<file path="config.mk">
export PLATFORM = sky130hd
export DESIGN_NAME = midi_note_tx
export DESIGN_NICKNAME = d
export VERILOG_FILES = /design/src/rtl/midi_pkg.sv /design/src/rtl/uart_tx_byte.sv /design/src/rtl/midi_note_tx.sv
export SDC_FILE = /design/constraint.sdc
export NUM_CORES = 1
export LEC_CHECK = 0
export BUFFER_PORTS_ARGS = -buffer_cell sky130_fd_sc_hd__buf_2
export CAP_MARGIN = 20
export CORE_MARGIN = 1.5
export CORE_UTILIZATION = 60
export DETAILED_ROUTE_END_ITERATION = 10
export PLACE_DENSITY = 0.82
export SYNTH_ARGS = -nofsm -noshare
export SYNTH_HDL_FRONTEND = slang
export SYNTH_SLANG_ARGS = --single-unit
</file>
<file path="constraint.sdc">
create_clock -name CLK250M -period 5 [get_ports CLK250M]
set_clock_uncertainty 0.05 [all_clocks]
set_input_delay 1 -clock CLK250M [delete_from_list [all_inputs] [get_ports CLK250M]]
set_output_delay 1 -clock CLK250M [all_outputs]
set_load 0.03 [all_outputs]
</file>
<file path="src/rtl/midi_pkg.sv">
// midi_pkg: shared types and helpers for the MIDI transmit path.
// Status nibbles, bit-period helper and the UART frame state enum.
package midi_pkg;

    localparam logic [3:0] MIDI_NOTE_OFF = 4'h8;
    localparam logic [3:0] MIDI_NOTE_ON  = 4'h9;

    typedef enum logic [1:0] {
        IDLE  = 2'd0,
        START = 2'd1,
        DATA  = 2'd2,
        STOP  = 2'd3
    } tx_state_t;

    function automatic int bit_cycles(input int clk_hz, input int baud);
        return clk_hz / baud;
    endfunction

endpackage

</file>
<file path="src/rtl/uart_tx_byte.sv">
// uart_tx_byte: 8N1 serializer, one byte per start/ready handshake.
// Ports: CLK250M, RST, start, data[7:0] in; ready, near_end, midi_tx out.
// ready is also high in the last cycle of a stop bit so that the next
// byte's start bit follows with no idle gap. near_end flags the
// second-to-last stop cycle so the sequencer can release its handshake
// one cycle ahead.
module uart_tx_byte
    import midi_pkg::*;
#(
    parameter int BIT_CYCLES = 8000
) (
    input  logic       CLK250M,
    input  logic       RST,
    input  logic       start,
    input  logic [7:0] data,
    output logic       ready,
    output logic       near_end,
    output logic       midi_tx
);

    localparam int CW = $clog2(BIT_CYCLES + 1);
    localparam logic [CW-1:0] LAST = CW'(BIT_CYCLES - 1);
    localparam logic [CW-1:0] NEAR = CW'(BIT_CYCLES - 2);

    tx_state_t     state, nxt;
    logic [CW-1:0] cnt;
    logic [2:0]    bit_idx;
    logic [7:0]    shreg, sh_nxt;
    logic          last;
    logic          line_d;

    assign last = (cnt == LAST);

    // State register
    always_ff @(posedge CLK250M) begin
        if (RST) begin
            state   <= IDLE;
            cnt     <= '0;
            bit_idx <= '0;
            shreg   <= '0;
            midi_tx <= 1'b1;
        end else begin
            state   <= nxt;
            shreg   <= sh_nxt;
            midi_tx <= line_d;
            if (state == IDLE || nxt != state || last)
                cnt <= '0;
            else
                cnt <= cnt + 1'b1;
            if (state == DATA && last)
                bit_idx <= bit_idx + 3'd1;
            else if (nxt == START)
                bit_idx <= '0;
        end
    end

    // Next-state logic; the shift register moves one bit per data period
    always_comb begin
        nxt    = state;
        sh_nxt = shreg;
        unique case (state)
            IDLE: begin
                if (start) begin
                    nxt    = START;
                    sh_nxt = data;
                end
            end
            START: begin
                if (last)
                    nxt = DATA;
            end
            DATA: begin
                if (last) begin
                    sh_nxt = {1'b1, shreg[7:1]};
                    if (bit_idx == 3'd7)
                        nxt = STOP;
                end
            end
            STOP: begin
                if (last) begin
                    if (start) begin
                        nxt    = START;
                        sh_nxt = data;
                    end else begin
                        nxt = IDLE;
                    end
                end
            end
            default: nxt = IDLE;
        endcase
    end

    // Outputs; the line level is computed from the next state so the
    // registered pin changes on the same edge as the state
    always_comb begin
        ready    = (state == IDLE) || (state == STOP && last);
        near_end = (state == STOP) && (cnt == NEAR);
        line_d   = 1'b1;
        if (nxt == START)
            line_d = 1'b0;
        else if (nxt == DATA)
            line_d = sh_nxt[0];
    end

endmodule

</file>
<file path="src/rtl/midi_note_tx.sv">
// midi_note_tx: note-on/off events to 3-byte MIDI messages on a UART pin.
// Ports: CLK250M, RST, ev_valid/ev_on/ev_channel/ev_note/ev_velocity in;
// ev_ready, midi_tx, busy, tx_done out. Optional running status.
module midi_note_tx
    import midi_pkg::*;
#(
    parameter int CLK_HZ         = 250000000,
    parameter int BAUD           = 31250,
    parameter int RUNNING_STATUS = 1
) (
    input  logic       CLK250M,
    input  logic       RST,
    input  logic       ev_valid,
    output logic       ev_ready,
    input  logic       ev_on,
    input  logic [3:0] ev_channel,
    input  logic [6:0] ev_note,
    input  logic [6:0] ev_velocity,
    output logic       midi_tx,
    output logic       busy,
    output logic       tx_done
);

    localparam int BIT_CYCLES = bit_cycles(CLK_HZ, BAUD);

    logic [7:0] status_now, last_status;
    logic [7:0] note_q, vel_q;
    logic       last_valid;
    logic [1:0] bidx;
    logic       busy_q, done_q;
    logic       skip, accept, advance;
    logic       u_start, u_ready, u_near;
    logic [7:0] u_data;

    assign status_now = {ev_on ? MIDI_NOTE_ON : MIDI_NOTE_OFF, ev_channel};
    assign skip    = (RUNNING_STATUS != 0) && last_valid
                     && (status_now == last_status);
    assign accept  = ev_valid && !busy_q;
    // bidx is the byte currently on the line; advance hands over the next
    assign advance = busy_q && u_ready && (bidx != 2'd2);

    always_comb begin
        u_start = accept || advance;
        if (accept)
            u_data = skip ? {1'b0, ev_note} : status_now;
        else if (bidx == 2'd0)
            u_data = note_q;
        else
            u_data = vel_q;
    end

    // Busy drops one cycle before the final stop bit ends, so a new event
    // is accepted exactly as that stop bit completes.
    always_ff @(posedge CLK250M) begin
        if (RST) begin
            busy_q      <= 1'b0;
            done_q      <= 1'b0;
            last_valid  <= 1'b0;
            last_status <= '0;
            note_q      <= '0;
            vel_q       <= '0;
            bidx        <= '0;
        end else begin
            done_q <= 1'b0;
            if (accept) begin
                busy_q      <= 1'b1;
                note_q      <= {1'b0, ev_note};
                vel_q       <= {1'b0, ev_velocity};
                bidx        <= skip ? 2'd1 : 2'd0;
                last_status <= status_now;
                last_valid  <= 1'b1;
            end else if (advance) begin
                bidx <= bidx + 2'd1;
            end
            if (busy_q && bidx == 2'd2 && u_near) begin
                busy_q <= 1'b0;
                done_q <= 1'b1;
            end
        end
    end

    assign ev_ready = !busy_q;
    assign busy     = busy_q;
    assign tx_done  = done_q;

    uart_tx_byte #(
        .BIT_CYCLES (BIT_CYCLES)
    ) u_uart (
        .CLK250M  (CLK250M),
        .RST      (RST),
        .start    (u_start),
        .data     (u_data),
        .ready    (u_ready),
        .near_end (u_near),
        .midi_tx  (midi_tx)
    );

endmodule

</file>
==> results.py <==
metrics = {
    "status": {
        "status": "finished, final reports clean",
    },
    "setup_path": {
        "r2r_cells": 7,
        "slowest_stage": "nor4_1",
        "crit_family": "simple AND/OR/NAND/NOR gates",
        "arrival_ps": 2930,
        "worstSetupEndpointType": "flip-flop",
        "cp-start-kind": "flip-flop",
        "reg2reg_to": "u_uart.bit_idx[0]$_SDFFE_PP0P_",
        "crit_chain": "ha_1 -> nand3_1 -> nor4_1 -> nand2_1 -> a31oi_1 -> nand2_1 -> a21oi_1",
        "r2r_start": "u_uart.cnt[0]$_SDFF_PP0_",
        "r2r_slack_ps": 2250,
        "crit_buf_inv": 0,
        "path_class": "flip-flop to flip-flop",
        "crit_required_ps": 5180,
        "cp_max_fo": 8,
        "max_stage_delay_ps": 900,
        "cp_common_cell": "nand2_1",
    },
    "timing": {
        "rsz0062_at_grt": "no",
        "max_freq_mhz": 363.3,
        "final_min_period_over_clock_period_pct": 55.04,
        "setup_viol": 0,
        "slew_headroom_pct": 28.79,
        "layout_min_cycle_time_ps": 2752,
        "fin_tns_setup_ps": 0,
        "hold_violations": 0,
        "tightest_slew_ps": 1058,
        "slew_viol_final": 0,
    },
    "detailed_routing": {
        "drc": 0,
        "drt_wl_total_um": 5257,
        "drt_first_iter_violations": 163,
        "viasPerCell": 5.744,
        "firstDrtPassIters": 4,
        "routedWlPerCell_um": 13.73,
        "ant_nets": 0,
        "vias": 2200,
    },
    "logic_synthesis": {
        "syn_inst": 316,
        "synth_edf_count": 0,
        "ys_types": 39,
        "avgSynthCellArea_um2": 7.947,
        "synth_async_sr_flop_share_pct": 0,
        "synth.ff_latch_count": 51,
        "netlist_area_mm2": 0.002511,
        "yosysSeqAreaShare_pct": 40.66,
        "synth_nets": 344,
        "synth_ff_type": "dfxtp_1",
        "yosysWarnings": 0,
    },
    "floorplan": {
        "start_util_pct": 62.78,
        "rows": 23,
        "ioPinCount": 26,
        "dieWidth_um": 67.70,
        "dieArea_mm2": 0.004583,
        "dieHeight_um": 67.70,
        "core_mm2": 0.004000,
    },
    "grt": {
        "grt_overflow": 0,
        "grt_max_degree": 42,
        "grt_pass1_wl_um": 8645,
        "grt_usage_pct": 24.90,
        "grt_antenna_before_repair": 0,
        "grt_pass1_vias": 1963,
    },
    "pwr": {
        "irDropWorstVdd_v": 0.0002061,
        "total_power_w": 0.0008402,
        "leakage_nw": 1.003,
        "power_density_mw_per_mm2": 305.0,
    },
    "clock_network": {
        "post_cts.repair.setup_buffers": 0,
        "cts_resized": 0,
        "cts.sinks": 51,
        "path_clk_slew_ps": 90,
        "numCtsBuffers": 5,
        "hold_buffers": 0,
        "cts_max_level": 2,
        "cts_buffer_depth": 2,
        "clock_latency_ps": 310,
        "cts-root-buf": "clkbuf_8",
        "cts_tree": "built",
    },
    "hold_path": {
        "hold_end": "u_uart.bit_idx[1]$_SDFFE_PP0P_",
        "holdPathStages": 2,
        "hp-start": "u_uart.bit_idx[1]$_SDFFE_PP0P_",
        "hold_path.class": "flip-flop to flip-flop",
    },
    "cells_and_area": {
        "syn_to_final_growth_pct": 9.716,
        "antenna_cells": 0,
        "layout_commonest_cell": "nand2_1",
        "final_cell_area_mm2": 0.002755,
        "nFillCells": 324,
        "layout_common_cells": "59 x nand2_1, 51 x dfxtp_1, 35 x a21oi_1, 25 x nor2_1, 25 x buf_2",
        "drive_gt1_share_pct": 12.31,
        "final_nets": 360,
    },
    "place": {
        "dp_hpwl_um": 3645,
        "io_buffer_count": 25,
        "gp_congestion": 0.8575,
        "place_area_mm2": 0.002638,
    },
    "job": {
        "cap_violations": 0,
    },
}
[per-stage QoR]
step                      instances  hold WS [ps]  util, %  worst slack, ps
after CTS                       383         410.8    68.88             2277
after floorplan                 316         381.8        -             2630
after global routing            383         434.7    68.88             1979
after global placement          375         390.9    65.94             2071
after detailed placement        375         398.3    65.94             2043
final                           383         407.5    68.88             2248
[registers in the layout (all words and copies together), names as in the netlist]
signal and count:
bidx 2, busy 1, last_status 5, last_valid 1
note_q 7, tx_done 1, u_uart.bit_idx 3, u_uart.cnt 13
u_uart.midi_tx 1, u_uart.shreg 8, u_uart.state 2, vel_q 7
[how the worst max path moves through the flow]
stage	start	end	slack, ps	cells past startpoint
6_report	u_uart.cnt[0]$_SDFF_PP0_	u_uart.bit_idx[0]$_SDFFE_PP0P_	2250	7
5_1_grt	u_uart.cnt[0]$_SDFF_PP0_	u_uart.bit_idx[0]$_SDFFE_PP0P_	1980	7
4_1_cts	u_uart.cnt[0]$_SDFF_PP0_	u_uart.bit_idx[2]$_SDFFE_PP0P_	2280	7
3_5_place_dp	ev_valid	u_uart.midi_tx$_SDFF_PP1_	2040	7
3_3_place_gp	ev_valid	u_uart.midi_tx$_SDFF_PP1_	2070	7
2_1_floorplan	u_uart.cnt[0]$_SDFF_PP0_	u_uart.midi_tx$_SDFF_PP1_	2630	7
[cells by family (layout without fill, tap and decap cells)]
| family | after synthesis | in the layout | share of synthesized area [%] |
|---|---|---|---|
| DFF | 51 | 51 | 40.66 |
| buffers and inverters | 26 | 43 | 4.185 |
| AOI/OAI and AO/OA | 79 | 79 | 20.23 |
| muxes | 7 | 7 | 2.790 |
| and+or+nand+nor | 132 | 132 | 23.92 |
| xor gates and xnor gates | 15 | 15 | 5.232 |
| adders and majority gates | 6 | 6 | 2.989 |
[Yosys cell counts, types with 4 or more instances]
cell type  count  share of area, %
nand2_1       59               8.8
dfxtp_1       51                41
a21oi_1       35               7.0
nor2_1        25               3.7
clkbuf_1      14               2.1
nand3_1       14               2.8
inv_1          9               1.3
o21ai_0        9               1.8
xnor2_1        9               3.1
mux2i_1        7               2.8
a211oi_1       6               1.8
ha_1           6               3.0
nor2b_1        6               1.5
nor3_1         6               1.2
o2bb2ai_1      6               2.1
xor2_1         6               2.1
a22o_1         5               1.7
a22oi_1        5               1.5
nand4_1        4               1.0
[report_power, final]
part           switching [W]  leakage, nW  internal, W
Clock               0.000132       0.0612     0.000162
Sequential         0.0000155        0.416     0.000424
Combinational      0.0000650        0.525    0.0000419
[area by class of cell]
class | count | area [um^2] | area share (%)
multi-input combinational | 239 | 1388 | 50.36
sequential | 51 | 1021 | 37.06
timing repair buffer | 26 | 132.6 | 4.814
clock buffer | 6 | 82.58 | 2.997
tap | 50 | 62.56 | 2.271
clock inverter | 2 | 35.03 | 1.272
inverter | 9 | 33.78 | 1.226
[tightest hold or removal path: cells and delay by family (launching register included)]
| family | cells | cell delay (ps) |
|---|---|---|
| AND/OR/NAND/NOR | 1 | 50 |
| AO/OA/AOI/OAI | 1 | 50 |
| flip-flops | 1 | 320 |
[routing by layer]
| metal | part of all wire (%) | track usage (%) |
|---|---|---|
| met3 | 4.1 | 6.333 |
| met2 | 48 | 40.69 |
| met1 | 46 | 30.82 |
| met5 | 0 | 0 |
| met4 | 1.1 | 10.97 |
No activity file was read; power rests on OpenSTA's default activity.
